### src/rtl/alien_pkg.sv
// Shared alien formation geometry and types; the renderer imports the same
// constants so the drawn boxes and the hit boxes can never drift apart.
package alien_pkg;

  localparam int ALIENS_WIDTH  = 20;
  localparam int ALIENS_HEIGHT = 10;
  localparam int COL_PITCH     = 40;
  localparam int ROW_PITCH     = 20;
  localparam int NUM_ROWS      = 4;
  localparam int NUM_COLS      = 8;
  localparam int NUM_ALIENS    = NUM_ROWS * NUM_COLS;
  localparam int HALF_W        = ALIENS_WIDTH / 2;
  localparam int HALF_H        = ALIENS_HEIGHT / 2;

  typedef enum logic [1:0] {
    ST_RUN     = 2'd0,
    ST_CLEARED = 2'd1,
    ST_LANDED  = 2'd2
  } fleet_state_t;

  typedef enum logic {
    DIR_RIGHT = 1'b0,
    DIR_LEFT  = 1'b1
  } fleet_dir_t;

endpackage

### src/rtl/alien_hit_detect.sv
// Combinational 32-way compare of a shot pixel against every live alien box.
// Boxes are open intervals, so a pixel exactly on a box edge is a miss.
module alien_hit_detect
  import alien_pkg::*;
(
  input  logic [9:0]            x,
  input  logic [9:0]            y,
  input  logic [9:0]            shot_x,
  input  logic [9:0]            shot_y,
  input  logic [NUM_ALIENS-1:0] alive,
  output logic                  match,
  output logic [4:0]            index
);

  // Comparisons are rearranged to stay unsigned: shot+half > origin is shot > origin-half.
  always_comb begin
    match = 1'b0;
    index = '0;
    for (int i = 0; i < NUM_ROWS; i++) begin
      for (int j = 0; j < NUM_COLS; j++) begin
        if (alive[NUM_COLS*i+j]
            && ({2'b0, shot_x} + 12'(HALF_W) > {2'b0, x} + 12'(COL_PITCH*j))
            && ({2'b0, shot_x} < {2'b0, x} + 12'(COL_PITCH*j + HALF_W))
            && ({2'b0, shot_y} + 12'(HALF_H) > {2'b0, y} + 12'(ROW_PITCH*i))
            && ({2'b0, shot_y} < {2'b0, y} + 12'(ROW_PITCH*i + HALF_H))) begin
          match = 1'b1;
          index = 5'(NUM_COLS*i + j);
        end
      end
    end
  end

endmodule

### src/rtl/alien_fleet_ctrl.sv
// Alien fleet owner: marching, edge descents, shot resolution and end states.
// Define ALIEN_SPEEDUP_EN to shorten the step period as the fleet thins out.
module alien_fleet_ctrl
  import alien_pkg::*;
#(
  parameter int X_START     = 100,
  parameter int Y_START     = 40,
  parameter int X_STEP      = 4,
  parameter int Y_STEP      = 10,
  parameter int STEP_FRAMES = 30,
  parameter int H_MIN       = 8,
  parameter int H_MAX       = 632,
  parameter int LAND_Y      = 440
)(
  input  logic        clk,
  input  logic        reset_n,
  input  logic        frameTick,
  input  logic        restart,
  input  logic        shotValid,
  input  logic [9:0]  shotX,
  input  logic [9:0]  shotY,
  output logic [9:0]  xAlien,
  output logic [9:0]  yAlien,
  output logic [31:0] alive,
  output logic        shotHit,
  output logic [4:0]  hitIndex,
  output logic        allDead,
  output logic        landed
);

  localparam int DIV_W = $clog2(STEP_FRAMES);

  fleet_state_t          state, state_next;
  fleet_dir_t            dir;
  logic [9:0]            x, y;
  logic [NUM_ALIENS-1:0] alive_q;
  logic [DIV_W-1:0]      div, period_m1;
  logic                  s1_valid;
  logic [9:0]            s1_x, s1_y;
  logic                  shot_hit_q;
  logic [4:0]            hit_index_q;
  logic                  match;
  logic [4:0]            match_index;
  logic                  hit_fire, tick_run;
  logic [NUM_COLS-1:0]   col_any;
  logic [NUM_ROWS-1:0]   row_any;
  logic [2:0]            r_col, l_col;
  logic [1:0]            b_row;
  logic [11:0]           r_edge, bottom;
  logic signed [11:0]    l_edge;
  logic                  at_right, at_left, reached_land;

`ifdef ALIEN_SPEEDUP_EN
  localparam int PERIOD_HALF    = STEP_FRAMES / 2;
  localparam int PERIOD_QUARTER = (STEP_FRAMES / 4 < 1) ? 1 : STEP_FRAMES / 4;
  logic [5:0] live_count;

  always_comb begin
    live_count = '0;
    for (int k = 0; k < NUM_ALIENS; k++) live_count = live_count + 6'(alive_q[k]);
    if (live_count <= 6'd2)      period_m1 = DIV_W'(PERIOD_QUARTER - 1);
    else if (live_count <= 6'd8) period_m1 = DIV_W'(PERIOD_HALF - 1);
    else                         period_m1 = DIV_W'(STEP_FRAMES - 1);
  end
`else
  assign period_m1 = DIV_W'(STEP_FRAMES - 1);
`endif

  alien_hit_detect u_hit (
    .x      (x),
    .y      (y),
    .shot_x (s1_x),
    .shot_y (s1_y),
    .alive  (alive_q),
    .match  (match),
    .index  (match_index)
  );

  // Extreme live columns/row drive the edge tests, so dead columns do not stop the march.
  always_comb begin
    col_any = '0;
    row_any = '0;
    for (int i = 0; i < NUM_ROWS; i++)
      for (int j = 0; j < NUM_COLS; j++)
        if (alive_q[NUM_COLS*i+j]) begin
          col_any[j] = 1'b1;
          row_any[i] = 1'b1;
        end
    r_col = '0;
    l_col = '0;
    b_row = '0;
    for (int j = 0; j < NUM_COLS; j++) if (col_any[j]) r_col = 3'(j);
    for (int j = NUM_COLS-1; j >= 0; j--) if (col_any[j]) l_col = 3'(j);
    for (int i = 0; i < NUM_ROWS; i++) if (row_any[i]) b_row = 2'(i);
  end

  assign r_edge       = {2'b0, x} + 12'(HALF_W) + 12'(COL_PITCH) * {9'b0, r_col};
  assign l_edge       = $signed({2'b0, x} + 12'(COL_PITCH) * {9'b0, l_col}) - $signed(12'(HALF_W));
  assign at_right     = (r_edge + 12'(X_STEP)) > 12'(H_MAX);
  assign at_left      = (l_edge - $signed(12'(X_STEP))) < $signed(12'(H_MIN));
  assign bottom       = {2'b0, y} + 12'(HALF_H) + 12'(ROW_PITCH) * {10'b0, b_row};
  assign reached_land = bottom >= 12'(LAND_Y);

  always_ff @(posedge clk or negedge reset_n) begin
    if (!reset_n) state <= ST_RUN;
    else          state <= state_next;
  end

  always_comb begin
    state_next = state;
    hit_fire   = 1'b0;
    tick_run   = 1'b0;
    if (restart) begin
      state_next = ST_RUN;
    end else if (state == ST_RUN) begin
      hit_fire = s1_valid && match;
      tick_run = frameTick;
      if (alive_q == '0)     state_next = ST_CLEARED;
      else if (reached_land) state_next = ST_LANDED;
    end
  end

  // Hit and step both read pre-edge x/y/alive, so a coincident pair commits cleanly.
  always_ff @(posedge clk or negedge reset_n) begin
    if (!reset_n) begin
      x           <= 10'(X_START);
      y           <= 10'(Y_START);
      alive_q     <= '1;
      dir         <= DIR_RIGHT;
      div         <= '0;
      s1_valid    <= 1'b0;
      s1_x        <= '0;
      s1_y        <= '0;
      shot_hit_q  <= 1'b0;
      hit_index_q <= '0;
    end else if (restart) begin
      x           <= 10'(X_START);
      y           <= 10'(Y_START);
      alive_q     <= '1;
      dir         <= DIR_RIGHT;
      div         <= '0;
      s1_valid    <= 1'b0;
      s1_x        <= '0;
      s1_y        <= '0;
      shot_hit_q  <= 1'b0;
      hit_index_q <= '0;
    end else begin
      s1_valid   <= shotValid;
      s1_x       <= shotX;
      s1_y       <= shotY;
      shot_hit_q <= hit_fire;
      if (hit_fire) begin
        alive_q     <= alive_q & ~(32'd1 << match_index);
        hit_index_q <= match_index;
      end
      if (tick_run) begin
        if (div >= period_m1) begin
          div <= '0;
          if (alive_q != '0) begin
            if (dir == DIR_RIGHT) begin
              if (at_right) begin
                y   <= y + 10'(Y_STEP);
                dir <= DIR_LEFT;
              end else begin
                x <= x + 10'(X_STEP);
              end
            end else begin
              if (at_left) begin
                y   <= y + 10'(Y_STEP);
                dir <= DIR_RIGHT;
              end else begin
                x <= x - 10'(X_STEP);
              end
            end
          end
        end else begin
          div <= div + 1'b1;
        end
      end
    end
  end

  assign xAlien   = x;
  assign yAlien   = y;
  assign alive    = alive_q;
  assign shotHit  = shot_hit_q;
  assign hitIndex = hit_index_q;
  assign allDead  = (state == ST_CLEARED);
  assign landed   = (state == ST_LANDED);

endmodule
### config.mk
export PLATFORM = sky130hd
export DESIGN_NAME = alien_fleet_ctrl
export DESIGN_NICKNAME = d
export VERILOG_FILES = /design/src/rtl/alien_pkg.sv /design/src/rtl/alien_hit_detect.sv /design/src/rtl/alien_fleet_ctrl.sv
export SDC_FILE = /design/constraint.sdc
export NUM_CORES = 1
export LEC_CHECK = 0
export ABC_CLOCK_PERIOD_IN_PS = 5800
export CAP_MARGIN = 25
export CORE_ASPECT_RATIO = 1.4
export CORE_UTILIZATION = 49
export DETAILED_ROUTE_END_ITERATION = 10
export PLACE_DENSITY_LB_ADDON = 0.3
export SYNTH_ARGS = -nofsm -noshare
export SYNTH_HDL_FRONTEND = slang
export SYNTH_SLANG_ARGS = --single-unit
export TNS_END_PERCENT = 1
### constraint.sdc
create_clock -name clk -period 5.8 [get_ports clk]
set_input_delay 1.45 -clock clk [delete_from_list [all_inputs] [get_ports clk]]
set_output_delay 1.45 -clock clk [all_outputs]
set_load 0.05 [all_outputs]
Yosys cells after proc, flatten, opt, wreduce, memory -nomap -nowiden --
Cells that the tools add are included.
Storage, ports and cells: bits of input ports 25, output and inout port bits 60, flip-flop bits (word level) 87
Operators by class: reduce and logical (&&, ||, !) cells 143, $add $sub $neg 34, muxes and demuxes 177, equality and inequality tests 5, bitwise operators 2, multipliers 3, shift-type cells 1, magnitude comparators 28
Operators with widths (count):
- 2-to-1 mux 10 bit | 16
- < comparator 10 x 12 -> 1 bit | 12
- logical AND 1 bit | 129
- > comparator 12 bit | 10
- 2-to-1 mux 5 bit | 21
- 2-to-1 mux 1 bit | 104
- adder 10 x 8 -> 11 bit (second input constant) | 7
- 2-to-1 mux 32 bit | 2
- adder 10 x 6 -> 11 bit (second input constant) | 5
- 2-to-1 mux 3 bit | 18
- adder 10 x 7 -> 11 bit (second input constant) | 4
- bitwise AND 32 bit | 1
- zero test 32 bit | 1
- 2-to-1 mux 4 bit | 8
- NOT 32 bit | 1
- nonzero test 32 bit | 1
- left shift 1 x 5 -> 32 bit (first input constant) | 1
- > comparator 12 x 10 -> 1 bit | 2
- adder 10 x 3 -> 11 bit (second input constant) | 2
- adder 10 x 4 -> 11 bit (second input constant) | 2
- adder 10 x 5 -> 11 bit (second input constant) | 2
- adder 10 x 9 -> 11 bit (second input constant) | 2
- 2-to-1 mux 2 bit | 8
- adder 12 x 3 -> 12 bit (second input constant) | 1
- 25 further kinds | 33

Logic depth before layout (Yosys ltp) --
Gate-level depths: netlist of run 1.
word-level depth 43, depth in mapped cells 22, gate-level depth less buffers 21

Modules after synthesis --
Synthesis of run 1 repeated with hierarchy kept, for this count alone.
Unflattened totals: cells, all modules 1554, area, all modules 12713.4 um^2
Modules (own cells, without submodules):
- alien_hit_detect | sequential area each 0.0 um^2, area each 7405.9 um^2, cells each 1005, instances 1
- alien_fleet_ctrl | sequential area each 2148.3 um^2, area each 5307.6 um^2, cells each 549, instances 1

Worst setup path after synthesis of run 1 --
Ideal clock, no wire load.
path kind register -> register, start register y[3], in the netlist yAlien[3], end register alive_q[15], in the netlist alive[15], path slack 1.024 ns, arrival 4.692 ns, cell stages (with the launch flop) 18, path buffers 2, data required time 5.717 ns, cells stage by stage dfstp_2 -> clkbuf_1 -> inv_1 -> ha_1 -> nor2_1 -> xnor2_1 -> ha_1 -> a21o_1 -> a211oi_1 -> a21oi_1 -> a2111oi_1 -> inv_1 -> o22a_1 -> o211a_1 -> o211ai_1 -> nand2_1 -> buf_2 -> o32a_1
Between the ends: longest elaborated chain between the ends 39, elaborated cells between the ends (all ways) 151
RTL lines:
- from (decl) | line alien_fleet_ctrl.sv:35 | logic [9:0] x, y;
- from (signal assigned) | line alien_fleet_ctrl.sv:127 | y <= 10'(Y_START);
- from (signal assigned) | line alien_fleet_ctrl.sv:138 | y <= 10'(Y_START);
- from (signal assigned) | line alien_fleet_ctrl.sv:162 | y <= y + 10'(Y_STEP);
- adder 10 x 3 -> 11 bit or > comparator 12 x 10 -> 1 bit (tied branches) | line alien_hit_detect.sv:25, alien_hit_detect.sv:24
- < comparator 10 x 12 -> 1 bit or logical AND 1 bit (tied branches) | line alien_hit_detect.sv:25, alien_hit_detect.sv:24
- logical AND 1 bit | line alien_hit_detect.sv:25 | && ({2'b0, shot_y} < {2'b0, y} + 12'(ROW_PITCH*i + HALF_H))) begin
- 2-to-1 mux 1 bit | line alien_hit_detect.sv:21 | if (alive[NUM_COLS*i+j]
- 2-to-1 mux 1 bit or 2-to-1 mux 2 bit (tied branches) (2 in a row) | line alien_hit_detect.sv:21
- 2-to-1 mux 1 bit or 2-to-1 mux 3 bit (tied branches) (4 in a row) | line alien_hit_detect.sv:21
- 2-to-1 mux 1 bit or 2-to-1 mux 4 bit (tied branches) (8 in a row) | line alien_hit_detect.sv:21
- 2-to-1 mux 1 bit or 2-to-1 mux 5 bit (tied branches) (16 in a row) | line alien_hit_detect.sv:21
- 2-to-1 mux 1 bit or left shift 1 x 5 -> 32 bit (tied branches) | line alien_hit_detect.sv:21, alien_fleet_ctrl.sv:153
- logical AND 1 bit or NOT 32 bit (tied branches) | line alien_fleet_ctrl.sv:116, alien_fleet_ctrl.sv:153
- 2-to-1 mux 1 bit or bitwise AND 32 bit (tied branches) | line alien_fleet_ctrl.sv:115, alien_fleet_ctrl.sv:153
- 2-to-1 mux 1 bit or 2-to-1 mux 32 bit (tied branches) | line alien_fleet_ctrl.sv:113, alien_fleet_ctrl.sv:152
- nonzero test 2 bit (no source line) or 2-to-1 mux 32 bit (tied branches)
- to (signal assigned) | line alien_fleet_ctrl.sv:153 | alive_q <= alive_q & ~(32'd1 << match_index);
- to (decl) | line alien_fleet_ctrl.sv:36 | logic [NUM_ALIENS-1:0] alive_q;
Several ways; a longest one is shown, not always the timed one. The select of a mux whose other input is x is not followed. A chain may end at the register's enable or synchronous reset.

Final worst setup path of run 1 --
start register s1_x[1], end register alive_q[3], in the netlist alive[3]
Between the ends: longest elaborated chain between the ends 42, elaborated cells between the ends (all ways) 217
RTL lines:
- from (decl) | line alien_fleet_ctrl.sv:39 | logic [9:0] s1_x, s1_y;
- from (signal assigned) | line alien_fleet_ctrl.sv:149 | s1_x <= shotX;
- adder 10 x 4 -> 11 bit | line alien_hit_detect.sv:22 | && ({2'b0, shot_x} + 12'(HALF_W) > {2'b0, x} + 12'(COL_PITCH*j))
- > comparator 12 x 10 -> 1 bit or > comparator 12 bit (tied branches) | line alien_hit_detect.sv:22
- logical AND 1 bit | line alien_hit_detect.sv:22
- logical AND 1 bit | line alien_hit_detect.sv:23 | && ({2'b0, shot_x} < {2'b0, x} + 12'(COL_PITCH*j + HALF_W))
- logical AND 1 bit | line alien_hit_detect.sv:24 | && ({2'b0, shot_y} + 12'(HALF_H) > {2'b0, y} + 12'(ROW_PITCH*i))
- logical AND 1 bit | line alien_hit_detect.sv:25
- 2-to-1 mux 1 bit | line alien_hit_detect.sv:21
- 2-to-1 mux 1 bit or 2-to-1 mux 2 bit (tied branches) (2 in a row) | line alien_hit_detect.sv:21
- 2-to-1 mux 1 bit or 2-to-1 mux 3 bit (tied branches) (4 in a row) | line alien_hit_detect.sv:21
- 2-to-1 mux 1 bit or 2-to-1 mux 4 bit (tied branches) (8 in a row) | line alien_hit_detect.sv:21
- 2-to-1 mux 1 bit or 2-to-1 mux 5 bit (tied branches) (16 in a row) | line alien_hit_detect.sv:21
- 2-to-1 mux 1 bit or left shift 1 x 5 -> 32 bit (tied branches) | line alien_hit_detect.sv:21, alien_fleet_ctrl.sv:153
- logical AND 1 bit or NOT 32 bit (tied branches) | line alien_fleet_ctrl.sv:116, alien_fleet_ctrl.sv:153
- 2-to-1 mux 1 bit or bitwise AND 32 bit (tied branches) | line alien_fleet_ctrl.sv:115, alien_fleet_ctrl.sv:153
- 2-to-1 mux 1 bit or 2-to-1 mux 32 bit (tied branches) | line alien_fleet_ctrl.sv:113, alien_fleet_ctrl.sv:152
- nonzero test 2 bit (no source line) or 2-to-1 mux 32 bit (tied branches)
Several ways; a longest one is shown, not always the timed one. The select of a mux whose other input is x is not followed.

==> load_flow_metrics.sql, run 1 <==
INSERT INTO impl_metrics (metric_group, metric, value, unit) VALUES
('synthesis', 'postSynthCellCount', '1436', ''),
('layout', 'mostFrequentLayoutCell', 'ha_1', ''),
('sta', 'fin_tns_setup', '0', 'ns'),
('detailed_routing', 'routed_wl', '40570', 'um'),
('grt', 'globalRouteMet2Util', '56.08', '%'),
('detailed_routing', 'wl_per_cell', '22.01', 'um'),
('sta', 'worst_slew_pin_slew', '0.8287', 'ns'),
('layout', 'layout_common_cells', 'ha_1 (222), nor2_1 (107), xnor2_1 (103), a21oi_1 (99), nand2_1 (94)', ''),
('layout', 'multi_input_comb_area', '9230', 'um2'),
('placed_design', 'detailed_place_hpwl', '31790', 'um'),
('min_path', 'timing.hold.worst.class', 'reg2reg', ''),
('sta', 'final_hold_viols', '0', ''),
('synthesis', 'synthesis.yosys.warnings', '0', ''),
('detailed_routing', 'via_density_per_instance', '6.340', ''),
('pwr', 'net_sw_power', '0.003861', 'W'),
('pwr', 'comb_power_share', '78.6', '%'),
('status', 'run_status', 'completed', ''),
('clocking', 'postCtsResizedCells', '0', ''),
('clocking', 'cts_hold_buffers', '0', ''),
('clocking', 'level_count_of_the_clock_h_tree', '3', ''),
('layout', 'nNetsFinal', '1779', ''),
('pwr', 'worst_ir_drop_vdd', '0.0003753', 'V'),
('clocking', 'postCtsSetupRepairBufs', '0', ''),
('die', 'overall_die_height', '186.9', 'um'),
('worst_setup_path', 'worstPathRequired', '6.09', 'ns'),
('worst_setup_path', 'reg2reg_depth', '16', ''),
('clocking', 'path_clk_slew', '0.07', 'ns'),
('grt', 'global_route_wire_length_before_repair', '63840', 'um'),
('grt', 'grtUsageMet3', '4.661', '%'),
('grt', 'grt_overflow', '0', ''),
('min_path', 'worst_hold_launch', 'div[4]', ''),
('grt', 'most_heavily_used_metal_layer_in_global_routing', 'met2', ''),
('detailed_routing', 'route.detailed.drc', '0', ''),
('die', 'initial_utilization', '49.90', '%'),
('die', 'num_rows', '67', ''),
('layout', 'antennaDiodeCount', '0', ''),
('grt', 'number_of_global_route_vias_before_repair', '11773', ''),
('pwr', 'power.total', '0.007073', 'W'),
('clocking', 'tritoncts', 'yes', ''),
('clocking', 'clock_tree.root_cell', 'clkbuf_16', ''),
('die', 'die_area', '25050', 'um2'),
('worst_setup_path', 'setup.worst_path.end_class', 'flip-flop', ''),
('clocking', 'clock_sinks', '84', ''),
('die', 'top_level_ports', '85', ''),
('clocking', 'cts-buffers-inserted', '9', ''),
('synthesis', 'synth_enable_flop_cells', '0', ''),
('worst_setup_path', 'crit-reg2reg-launch', 's1_x[1]', ''),
('layout', 'fillers', '2223', ''),
('sta', 'setup_viol', '0', ''),
('worst_setup_path', 'critical_path_type', 'reg2reg', ''),
('sta', 'slew_viol_final', '0', ''),
('pwr', 'p_leak', '5.914', 'nW'),
('min_path', 'hold_path_end', 'div[4]', ''),
('layout', 'post_route_cells_drive_above_1_share', '9.328', '%'),
('sta', 'worst_hold_slack', '0.4869', 'ns'),
('layout', 'layout.area.seq', '2148', 'um2'),
('layout', 'area_delta_synth_final', '13.76', '%'),
('synthesis', 'async_flop_share', '100.0', '%'),
('clocking', 'insertion_delay', '0.36', 'ns'),
('worst_setup_path', 'worstReg2RegEnd', 'alive[3]', ''),
('pwr', 'netSwitchingFraction', '54.58', '%'),
('placed_design', 'place.gp.congestion', '1.029', ''),
('synthesis', 'synth_sequential_area_ratio', '17.96', '%'),
('sta', 'rsz0062_at_grt', 'no', ''),
('sta', 'finalCritPeriodShare', '89.92', '%'),
('placed_design', 'port_buffers', '81', ''),
('pwr', 'power.clock.fraction', '9.1', '%'),
('synthesis', 'mappedNetlistArea', '11960', 'um2'),
('min_path', 'min_delay_path_depth', '1', ''),
('sta', 'slew_headroom', '44.42', '%'),
('detailed_routing', 'detail_route.first_pass.iterations', '5', '');
worst max-delay path, cell delays in order, from the launching register on:
cell	delay, ns
dfrtp_1	0.48
ha_1	0.30
o21ai_0	0.55
nor3_2	0.17
nor2_4	0.29
inv_4	0.12
ha_1	0.34
a21oi_1	0.16
o221ai_1	0.12
o31ai_1	0.49
nor3_1	0.23
o21a_2	0.31
a21oi_4	0.19
nor3b_2	0.35
or3b_1	0.45
o21bai_4	0.25
o32a_1	0.33
Yosys cell counts, types with 6 or more instances:
cell | instances | area share [%]
ha_1 | 222 | 23
nand2_1 | 94 | 2.9
a211oi_1 | 27 | 1.7
dfstp_2 | 37 | 8.1
nand3_1 | 37 | 1.5
a22oi_1 | 7 | 0.44
o31a_1 | 6 | 0.44
a2111oi_0 | 7 | 0.51
a31o_2 | 6 | 0.44
nand2b_1 | 17 | 0.89
o211ai_1 | 16 | 1.0
nor4_1 | 20 | 1.0
a41oi_1 | 8 | 0.59
a21oi_1 | 99 | 4.1
and3_1 | 10 | 0.52
o32a_1 | 12 | 1.0
or4_1 | 12 | 0.75
mux2i_1 | 6 | 0.50
and2_1 | 12 | 0.63
or2_2 | 9 | 0.47
xnor2_1 | 103 | 7.5
inv_1 | 89 | 2.8
xor2_1 | 26 | 1.9
nand4_1 | 12 | 0.63
buf_4 | 6 | 0.38
buf_2 | 10 | 0.42
a31oi_1 | 21 | 1.1
o21a_1 | 15 | 0.94
clkbuf_1 | 30 | 0.94
dfrtp_1 | 47 | 9.8
a211o_1 | 7 | 0.51
a221oi_1 | 6 | 0.44
o21ai_0 | 67 | 2.8
nor2_1 | 107 | 3.4
o21bai_1 | 14 | 0.88
a21o_1 | 24 | 1.5
nor3_1 | 27 | 1.1
nor2b_1 | 38 | 2.0
metrics by stage:
| step | worst slack, ns | utilization, % | area [um2] | std cells |
|---|---|---|---|---|
| after floorplan | 1.024 | - | 11970 | 1438 |
| after global placement | 0.7286 | 55.41 | 13290 | 1826 |
| after detailed placement | 0.5841 | 55.41 | 13290 | 1826 |
| after CTS | 0.5585 | 56.74 | 13600 | 1842 |
| after global routing | 0.3019 | 56.77 | 13610 | 1843 |
| final | 0.5844 | 56.77 | 13610 | 1843 |
power by group through the flow:
stage               Combinational [W]  Sequential [W]  Clock, W
floorplan                     0.00379         0.00110         0
finish                        0.00556        0.000869  0.000644
CTS                           0.00548        0.000861  0.000656
global route                  0.00610        0.000877  0.000675
detailed placement            0.00545        0.000869         0
global placement              0.00537        0.000869         0
metal layers:
| layer | vias to the layer above | part of all wire [%] |
|---|---|---|
| met5 | - | 0 |
| met4 | 0 | 9.9 |
| met3 | 213 | 5.1 |
| met2 | 452 | 48 |
| met1 | 5540 | 37 |
| li1 | 5480 | - |
layout make-up:
class,count,share of cell area [%]
Inverter,96,2.666
Clock buffer,11,1.710
Timing Repair Buffer,129,8.549
Clock inverter,5,0.6251
Multi-Input combinational cell,1208,67.82
Tap cell,310,2.850
Sequential cell,84,15.78
registers in the layout (all words and copies together), names as in the netlist:
register,flops
alive,32
s1_x,10
s1_y,10
yAlien,9
xAlien,8
div,5
hitIndex,5
state,2
dir,1
s1_valid,1
shotHit,1
worst max path at each step:
stage / start / end / slack [ns] / cells past startpoint
2_1_floorplan: yAlien[3] / alive[15] / 1.02 / 17
3_3_place_gp: s1_x[1] / alive[6] / 0.73 / 14
3_5_place_dp: s1_x[1] / alive[15] / 0.58 / 14
4_1_cts: s1_x[1] / alive[3] / 0.56 / 14
5_1_grt: alive[25] / yAlien[8] / 0.30 / 19
6_report: s1_x[1] / alive[3] / 0.58 / 16
cell families after synthesis:
logic type	Yosys count	synth area share [%]
flip-flops	84	17.96
XOR/XNOR	132	10.01
buffers and inverters	146	4.957
multiplexers	7	0.5961
AO/OA/AOI/OAI	416	24.47
adder cells (fa/ha/maj)	228	24.05
AND/OR/NAND/NOR	422	17.93
other	1	0.03134
No activity file was read; power rests on OpenSTA's default activity.
==> run 2, diff against run 1 <==
GPL_ROUTABILITY_DRIVEN = 0   (was unset)
==> run 2 against run 1 <==
Critical path depth unchanged. Largest power group unchanged. Flip-flop and latch count unchanged. Highest routed layer unchanged. Clock skew increased by 0.0041 ns. Non-clock buffer count decreased by 10.
==> load_flow_metrics.sql, run 2 (same netlist as run 1, synthesis figures left out) <==
INSERT INTO impl_metrics (metric_group, metric, value, unit) VALUES
('detailed_routing', 'wl_per_cell', '21.43', 'um'),
('sta', 'setup_viol', '0', ''),
('pwr', 'worst_ir_drop_vdd', '0.0004226', 'V'),
('layout', 'layout_common_cells', 'ha_1 (222), nor2_1 (107), xnor2_1 (103), a21oi_1 (99), nand2_1 (94)', ''),
('worst_setup_path', 'path_max_fanout', '8', ''),
('sta', 'slew_viol_final', '0', ''),
('detailed_routing', 'routed_wl', '39290', 'um'),
('grt', 'overall_fraction_of_global_route_tracks_in_use', '32.01', '%'),
('grt', 'global_route_wire_length_before_repair', '61830', 'um'),
('pwr', 'power-per-cell-area', '513.9', 'nW/um2'),
('die', 'top_level_ports', '85', ''),
('layout', 'mostFrequentLayoutCell', 'ha_1', ''),
('worst_setup_path', 'arrival', '5.83', 'ns'),
('placed_design', 'port_buffers', '81', ''),
('grt', 'number_of_global_route_vias_before_repair', '11542', ''),
('sta', 'max_freq', '180.0', 'MHz'),
('die', 'core_area', '23980', 'um2'),
('clocking', 'insertion_delay', '0.36', 'ns'),
('clocking', 'clock_sinks', '84', ''),
('layout', 'fillers', '2254', ''),
('layout', 'nNetsFinal', '1769', ''),
('grt', 'number_of_antenna_violations_at_the_first_check_in_global_routing', '0', ''),
('flow_run', 'max_cap_violations', '0', ''),
('detailed_routing', 'via_density_per_instance', '6.384', ''),
('sta', 'finalCritPeriodShare', '95.80', '%'),
('sta', 'final_period_minus_worst_setup_slack', '5.556', 'ns'),
('worst_setup_path', 'worst_path_max_delay_cell', 'dfrtp_1', ''),
('grt', 'grt_overflow', '0', ''),
('worst_setup_path', 'critical_path_type', 'reg2reg', ''),
('die', 'initial_utilization', '49.90', '%'),
('layout', 'fin_cells', '1833', ''),
('clocking', 'postCtsSetupRepairBufs', '0', ''),
('detailed_routing', 'postRouteAntennaNets', '0', ''),
('die', 'overall_die_height', '186.9', 'um'),
('worst_setup_path', 'start_kind', 'flip-flop', ''),
('worst_setup_path', 'setup.worst_path.end_class', 'flip-flop', ''),
('min_path', 'timing.hold.worst.class', 'reg2reg', ''),
('detailed_routing', 'detailedRoute.firstIterationViolations', '1008', ''),
('layout', 'area_delta_synth_final', '12.94', '%'),
('die', 'die_x', '134.1', 'um'),
('placed_design', 'detailed_place_hpwl', '30200', 'um'),
('layout', 'antennaDiodeCount', '0', ''),
('sta', 'worst_slew_pin_slew', '1.178', 'ns'),
('placed_design', 'post-place-cells', '1813', ''),
('die', 'die_area', '25050', 'um2'),
('layout', 'post_route_cells_drive_above_1_share', '8.733', '%'),
('status', 'run_status', 'completed', ''),
('worst_setup_path', 'worstPathRequired', '6.08', 'ns'),
('sta', 'worst_hold_slack', '0.4790', 'ns'),
('detailed_routing', 'route.detailed.drc', '0', ''),
('layout', 'largest_reg_flops', '32', ''),
('clocking', 'cts_hold_buffers', '0', ''),
('sta', 'fin_tns_setup', '0', 'ns'),
('sta', 'slew_headroom', '21.49', '%'),
('worst_setup_path', 'worstPathCellList', 'nand4_1, nor2_1, xor2_1, buf_4, ha_1, o21ai_0, a21oi_1, o22a_1, o31ai_1, nor3_1, o21a_2, a21oi_4, nor3b_2, or3b_1, o21bai_4, o32a_1', ''),
('pwr', 'p_leak', '5.859', 'nW'),
('pwr', 'power.total', '0.006944', 'W'),
('detailed_routing', 'route.vias.total', '11701', ''),
('clocking', 'postCtsResizedCells', '0', ''),
('clocking', 'clock_tree.root_cell', 'clkbuf_16', ''),
('detailed_routing', 'detail_route.first_pass.iterations', '6', ''),
('clocking', 'level_count_of_the_clock_h_tree', '3', ''),
('die', 'num_rows', '67', ''),
('sta', 'final.setup_skew', '0.01330', 'ns'),
('worst_setup_path', 'cpPeakStageDelay', '0.69', 'ns'),
('clocking', 'path_clk_slew', '0.07', 'ns'),
('grt', 'grt_max_degree', '63', ''),
('sta', 'rsz0062_at_grt', 'no', ''),
('clocking', 'cts-buffers-inserted', '9', ''),
('clocking', 'clk_path_buf_depth', '2', ''),
('sta', 'final_hold_viols', '0', ''),
('clocking', 'tritoncts', 'yes', '');
==> run 2: changes by cell type in the layout (fill, tap and decap cells not counted), sizes merged <==
cell / change
bufinv: -1
inv: +1
buf: -10
==> run 2: critical path: cells and delay by family, from the launching register on <==
family          cells  cell delay [ns]
compound gates      8             1.70
buf+inv             1             0.26
flops               1             0.69
fa+ha+maj           1             0.25
xor+xnor            1             0.54
simple gates        5             2.00
==> run 2: layout make-up <==
class                      instances  area [um2]  share of cell area, %
multi-input combinational       1208        9230                  68.31
sequential                        84        2148                  15.90
timing repair buffer             119        1081                  8.001
tap                              310       387.9                  2.871
inverter                          96       362.8                  2.685
clock buffer                      11       242.7                  1.796
clock inverter                     5       58.81                 0.4352
==> run 2: final timing paths <==
kind | startpoint | endpoint | slack, ns | cells after the start
setup / recovery | s1_x[5] | alive[6] | 0.24 | 16
hold / removal | div[4] | div[4] | 0.48 | 1
setup reg to reg | s1_x[5] | alive[6] | 0.24 | 16
hold reg to reg | div[4] | div[4] | 0.48 | 1
max in group asynchronous | reset_n | hitIndex[0] | 3.76 | 2
min in group asynchronous | reset_n | s1_y[8] | 1.02 | 1
==> run 2: power by group <==
group	switching (W)	total [W]	internal [W]
logic	0.00333	0.00541	0.00208
clock network	0.000254	0.000601	0.000347
registers	0.000233	0.000932	0.000699
total	0.00381	0.00694	0.00313
==> run 2: metal layers <==
layer  up-vias  global-route usage (%)  wire length (um)
met3       205                   4.986              2321
met5         -                       0                 0
met2       553                   55.60             19440
met4         0                   22.56              2855
li1       5453                       -                 -
met1      5490                   35.30             14670
==> run 2: metrics by stage <==
stage	worst slack, ns	util [%]	area (um2)
detailed placement	0.4076	55.00	13190
finish	0.2439	56.36	13510
floorplan	1.024	-	11970
CTS	0.3957	56.26	13490
global route	0.03078	56.36	13510
global placement	0.5631	55.00	13190
